--- config.mk ---
export PLATFORM = sky130hd
export DESIGN_NAME = rom_responder
export DESIGN_NICKNAME = d
export VERILOG_FILES = /design/src/rtl/rom_responder.sv
export SDC_FILE = /design/constraint.sdc
export NUM_CORES = 1
export LEC_CHECK = 0
export CAP_MARGIN = 15
export CORE_MARGIN = 2
export CORE_UTILIZATION = 35
export DETAILED_ROUTE_END_ITERATION = 10
export PLACE_DENSITY = 0.61
export REMOVE_ABC_BUFFERS = 1
export SYNTH_ARGS = -nofsm -noshare
export SYNTH_HDL_FRONTEND = slang
export SYNTH_SLANG_ARGS = --single-unit
export TNS_END_PERCENT = 1
--- constraint.sdc ---
create_clock -name clk -period 2.7 [get_ports clk]
set_input_delay 0.54 -clock clk [delete_from_list [all_inputs] [get_ports clk]]
set_output_delay 0.54 -clock clk [all_outputs]
set_load 0.005 [all_outputs]
--- src/rtl/rom_responder.sv ---
// rom_responder: serves 16-bit program-ROM words from a one-line 32-bit buffer,
// refilling the line from an SDRAM channel on a tag miss.
//
// state  | meaning
// IDLE   | wait for rom_req, capture rom_addr
// LOOKUP | compare buffer tag with captured pair address
// FETCH  | sdram_req high, wait for sdram_valid
// RESP   | rom_valid pulse, rom_data holds selected word
// HOLD   | one-cycle guard while the requester drops rom_req
module rom_responder #(
  parameter int ADDR_W = 23
) (
  input  logic              clk,
  input  logic              reset_n,
  input  logic              rom_req,
  input  logic [ADDR_W-1:0] rom_addr,
  output logic              rom_valid,
  output logic [15:0]       rom_data,
  input  logic              flush,
  output logic              sdram_req,
  output logic [ADDR_W-2:0] sdram_addr,
  input  logic              sdram_valid,
  input  logic [31:0]       sdram_q
);

  typedef enum logic [2:0] {
    S_IDLE,
    S_LOOKUP,
    S_FETCH,
    S_RESP,
    S_HOLD
  } state_t;

  state_t            r_state;
  state_t            w_next;
  logic [ADDR_W-1:0] r_addr;
  logic [31:0]       r_line_data;
  logic [ADDR_W-2:0] r_line_tag;
  logic              r_line_valid;
  logic              r_fetch_flushed;
  logic              r_rom_valid;
  logic [15:0]       r_rom_data;
  logic              r_sdram_req;
  logic [ADDR_W-2:0] r_sdram_addr;

  logic              w_hit;
  logic              w_capture;
  logic              w_start_fetch;
  logic              w_load_line;
  logic              w_respond;
  logic [31:0]       w_resp_src;

  assign w_hit = r_line_valid && (r_line_tag == r_addr[ADDR_W-1:1]);

  always_ff @(posedge clk or negedge reset_n) begin
    if (!reset_n) r_state <= S_IDLE;
    else          r_state <= w_next;
  end

  always_comb begin
    w_next        = r_state;
    w_capture     = 1'b0;
    w_start_fetch = 1'b0;
    w_load_line   = 1'b0;
    w_respond     = 1'b0;
    case (r_state)
      S_IDLE: begin
        if (rom_req) begin
          w_capture = 1'b1;
          w_next    = S_LOOKUP;
        end
      end
      S_LOOKUP: begin
        if (w_hit) begin
          w_respond = 1'b1;
          w_next    = S_RESP;
        end else begin
          w_start_fetch = 1'b1;
          w_next        = S_FETCH;
        end
      end
      S_FETCH: begin
        if (sdram_valid) begin
          w_load_line = 1'b1;
          w_respond   = 1'b1;
          w_next      = S_RESP;
        end
      end
      S_RESP:  w_next = S_HOLD;
      S_HOLD:  w_next = S_IDLE;
      default: w_next = S_IDLE;
    endcase
  end

  // On a miss the word comes straight from the SDRAM beat, the line loads in parallel
  assign w_resp_src = (r_state == S_FETCH) ? sdram_q : r_line_data;

  always_ff @(posedge clk or negedge reset_n) begin
    if (!reset_n) begin
      r_addr          <= '0;
      r_line_data     <= '0;
      r_line_tag      <= '0;
      r_line_valid    <= 1'b0;
      r_fetch_flushed <= 1'b0;
      r_rom_valid     <= 1'b0;
      r_rom_data      <= '0;
      r_sdram_req     <= 1'b0;
      r_sdram_addr    <= '0;
    end else begin
      if (w_capture) r_addr <= rom_addr;

      r_rom_valid <= w_respond;
      if (w_respond) r_rom_data <= r_addr[0] ? w_resp_src[31:16] : w_resp_src[15:0];

      if (w_start_fetch) begin
        r_sdram_req  <= 1'b1;
        r_sdram_addr <= r_addr[ADDR_W-1:1];
      end else if (w_load_line) begin
        r_sdram_req  <= 1'b0;
      end

      // A flush seen anywhere in FETCH means the returning line is already stale
      if (w_start_fetch) r_fetch_flushed <= 1'b0;
      else if (flush)    r_fetch_flushed <= 1'b1;

      if (w_load_line) begin
        r_line_data <= sdram_q;
        r_line_tag  <= r_addr[ADDR_W-1:1];
      end

      if (flush)            r_line_valid <= 1'b0;
      else if (w_load_line) r_line_valid <= ~r_fetch_flushed;
    end
  end

  assign rom_valid  = r_rom_valid;
  assign rom_data   = r_rom_data;
  assign sdram_req  = r_sdram_req;
  assign sdram_addr = r_sdram_addr;

endmodule

==> summary.txt, run 1 <==
Outcome
  • Status: complete, no violations

Timing
  • Min cycle time layout: between 2 and 2.5 ns
  • Final hold violations: 0
  • RSZ-0062 raised after global routing: false
  • Fin crit share: 0.892
  • Setup Viol. Count Final: 0
  • Max Clock Skew: around 0.0096 ns
  • Slew headroom: 0.459
  • Worst setup margin: between 0.2 and 0.3 ns
  • Pins over their slew limit: 0
  • Fin Hold WS: approximately 0.044 ns
  • Worst-Margin Slew: 0.812 ns
  • FMAX: roughly 420 MHz

Critical path
  • Crit-path max cell delay: between 0.4 and 0.5 ns
  • Startpoint type of the worst setup path: flip-flop
  • Delay-heaviest family, CP: simple AND/OR/NAND/NOR gates
  • Req. time, crit path: 2.98 ns
  • Critical path type: reg2reg
  • Slowest CP cell: or3_4
  • Critical path peak fanout: 17
  • Crit path buffers/inverters: 1
  • CP arrival: 2.69 ns
  • Critical-path cell list: xnor2_1, nand4_1, or3_4, nor4_4, a31o_1, buf_12, mux2_2
  • Critical path endpoint category: flip-flop

Yosys
  • Unique masters post-synth: 31
  • Post-Syn Area: ~0.0053 sq mm
  • Synth area leader: dfrtp_1
  • Post-synthesis sequential area ratio: 0.581
  • Post-synthesis cell count: about 430
  • Flops & latches, synth: 122
  • Synth top area share: 0.581
  • Ys Warns: 0
  • Mean Syn Cell Area: between 10 and 15 sq um
  • Top cells by area, synth: dfrtp_1, nand2_1, mux2_2, mux4_2, xnor2_1

Pwr
  • LEAKAGE: around 0.0032 uW
  • Power Total: 8670 uW
  • Max IR drop VDD: 0.563 mV
  • PD cells: about 1200 mW/mm^2

Floorplan
  • Die H: ~130 um
  • Core ar.: about 0.015 sq mm
  • Core Rows: 44
  • Die ar.: ~0.016 sq mm
  • I/O pin count: 100
  • Die width: 127 um
  • Initial Utilization: 0.360

Place
  • PortBufs: around 100
  • Hpwl dp: between 7000 and 8000 um
  • Final RePlAce weighted congestion: slightly below 0.7
  • Setup Slack @ Placement: roughly 0.27 ns
  • Post-Place Cells: 702

Clock tree
  • CTS resizes: 0
  • Longest Clk Path Bufs: 2
  • CTS Hold Buffers Added: 0
  • CTS HTree Levels: 4
  • Post-CTS setup buffer count: 0
  • CTS root buf: clkbuf_16
  • Clock Sinks: ~120
  • CTS Buf Count: 17
  • CTS tree: built
  • Clk Latency, worst-skew pair: a little over 0.4 ns
  • Reg clk slew, reported paths: roughly 0.050 ns

GRT
  • Vias in the first global route: roughly 3800
  • Met2 Track Usage GR: 0.243
  • Met3 usage: 0.0519
  • Busiest layer in global routing: met2
  • First-pass GRT wire length: a little under 20000 um
  • Initial antenna violation count: 0
  • Overall Global Routing Usage: 0.155
  • Met1 Use GR: 0.203
  • Pin count of the biggest net entering global routing: 67
  • GRT overflow: 0

Layout
  • Final net count: 597
  • Fill count: 1290
  • N_diodes: 0
  • Final core occ: 0.483
  • Post-Layout Cell Count: about 730
  • Layout area overhead: 34.1%
  • Layout cells sized above 1: 0.219

Detailed routing
  • Number of remaining DRC errors: 0
  • Vias: between 3000 and 4000
  • DRT iter0 DRCs: approximately 250
  • Final wirelength: approximately 11000 um
  • DR pass1 iterations: 5
  • Routed len/inst: 15.5 um
  • Vias/cell: 4.72
  • Final ANT Viol Nets: 0

Min path
  • Hold Path Class: in2async

Run
  • Maxcap violations: 0
## state kept, by name, summed over array words and instances, names as in the netlist
signal,count
r_addr,23
r_line_valid,1
r_fetch_flushed,1
rom_data,16
sdram_req,1
r_state,3
rom_valid,1
sdram_addr,22
r_line_data,32
r_line_tag,22
## worst register-to-register path, cell delays in order (launching register included)
cell	delay, ns
dfrtp_1	0.41
xnor2_1	0.19
nand4_1	0.14
or3_4	0.42
nor4_4	0.35
a31o_1	0.24
buf_12	0.18
mux2_2	0.36
## through the flow
stage / instance area, sq um / TNS, ns
2_1_floorplan: 5140 / -56.95
3_3_place_gp: 6470 / 0
3_5_place_dp: 6470 / 0
4_1_cts: 7050 / 0
5_1_grt: 7050 / 0
6_report: 7050 / 0
## report_power, final
part	switching [uW]	internal (uW)
Sequential	666	2710
Combinational	1160	1940
Clock	758	1440
Total	2590	6080
## synthesized netlist by cell type, drive strengths merged
cell    instances
nor3            1
a31oi           1
buf            15
and2            1
nor4b           1
nor4            1
a31o            1
a21o            1
nor3b           1
nor2            7
mux4           16
a211oi          1
nand2         164
mux2           61
nand3           1
clkbuf          5
dfrtp         122
mux2i           1
xnor2          22
inv             1
or3             1
nand4           5
nand2b          1
## path summary, 6_finish.rpt
| kind | startpoint | endpoint | slack, ns | cells after the start |
|---|---|---|---|---|
| setup / recovery | r_addr[9] | rom_data[0] | 0.29 | 7 |
| hold / removal | reset_n | rom_data[4] | 0.04 | 1 |
| setup reg to reg | r_addr[9] | rom_data[0] | 0.29 | 7 |
| hold reg to reg | r_fetch_flushed | r_line_valid | 0.45 | 1 |
| max in group asynchronous | reset_n | r_line_data[8] | 1.91 | 2 |
| min in group clk | r_fetch_flushed | r_line_valid | 0.45 | 1 |
## area by class of cell
cell class | instances | area, sq um | area share
clock buffer | 22 | 484 | 0.0687
clock inverter | 9 | 95.1 | 0.0135
inverter | 1 | 3.75 | 0.000533
multi-input combinational | 288 | 2090 | 0.297
sequential | 122 | 3050 | 0.433
tap | 184 | 230 | 0.0327
timing repair buffer | 107 | 1090 | 0.154
## per-layer routing
metal,wire (um),up-vias
met5,0,-
met2,5350,92
met3,710,9
li1,-,1650
met4,65,0
met1,5250,1710
## cells by family (layout without fill, tap and decap cells)
logic type | Yosys count | in the layout | share of synthesized area
AOI/OAI and AO/OA | 4 | 4 | 0.00572
xor gates and xnor gates | 22 | 22 | 0.0367
buffers and inverters | 21 | 139 | 0.0229
DFF | 122 | 122 | 0.581
muxes | 78 | 78 | 0.210
and+or+nand+nor | 184 | 184 | 0.144
## placed cells by master (no fill, tap or decap), types with 3 or more instances in the layout
master / n
nand2_1: 163
dfrtp_1: 122
clkdlybuf4s50_1: 98
mux2_2: 52
xnor2_1: 22
clkbuf_16: 17
mux4_2: 13
mux2_4: 9
clkinv_2: 7
nor2_1: 6
buf_4: 6
nand4_1: 5
clkbuf_8: 4
mux4_1: 3
buf_12: 3
Power figures use the tool's default switching activity.
==> run 2: changes to the inputs <==
--- a/config.mk
+++ b/config.mk
@@ -8,6 +8,7 @@
 export CAP_MARGIN = 15
 export CORE_MARGIN = 2
 export CORE_UTILIZATION = 35
+export CTS_CLUSTER_SIZE = 24
 export DETAILED_ROUTE_END_ITERATION = 10
 export PLACE_DENSITY = 0.61
 export REMOVE_ABC_BUFFERS = 1
==> results of run 2 <==
The final DEF is identical to that of run 1; final timing and power are the same.
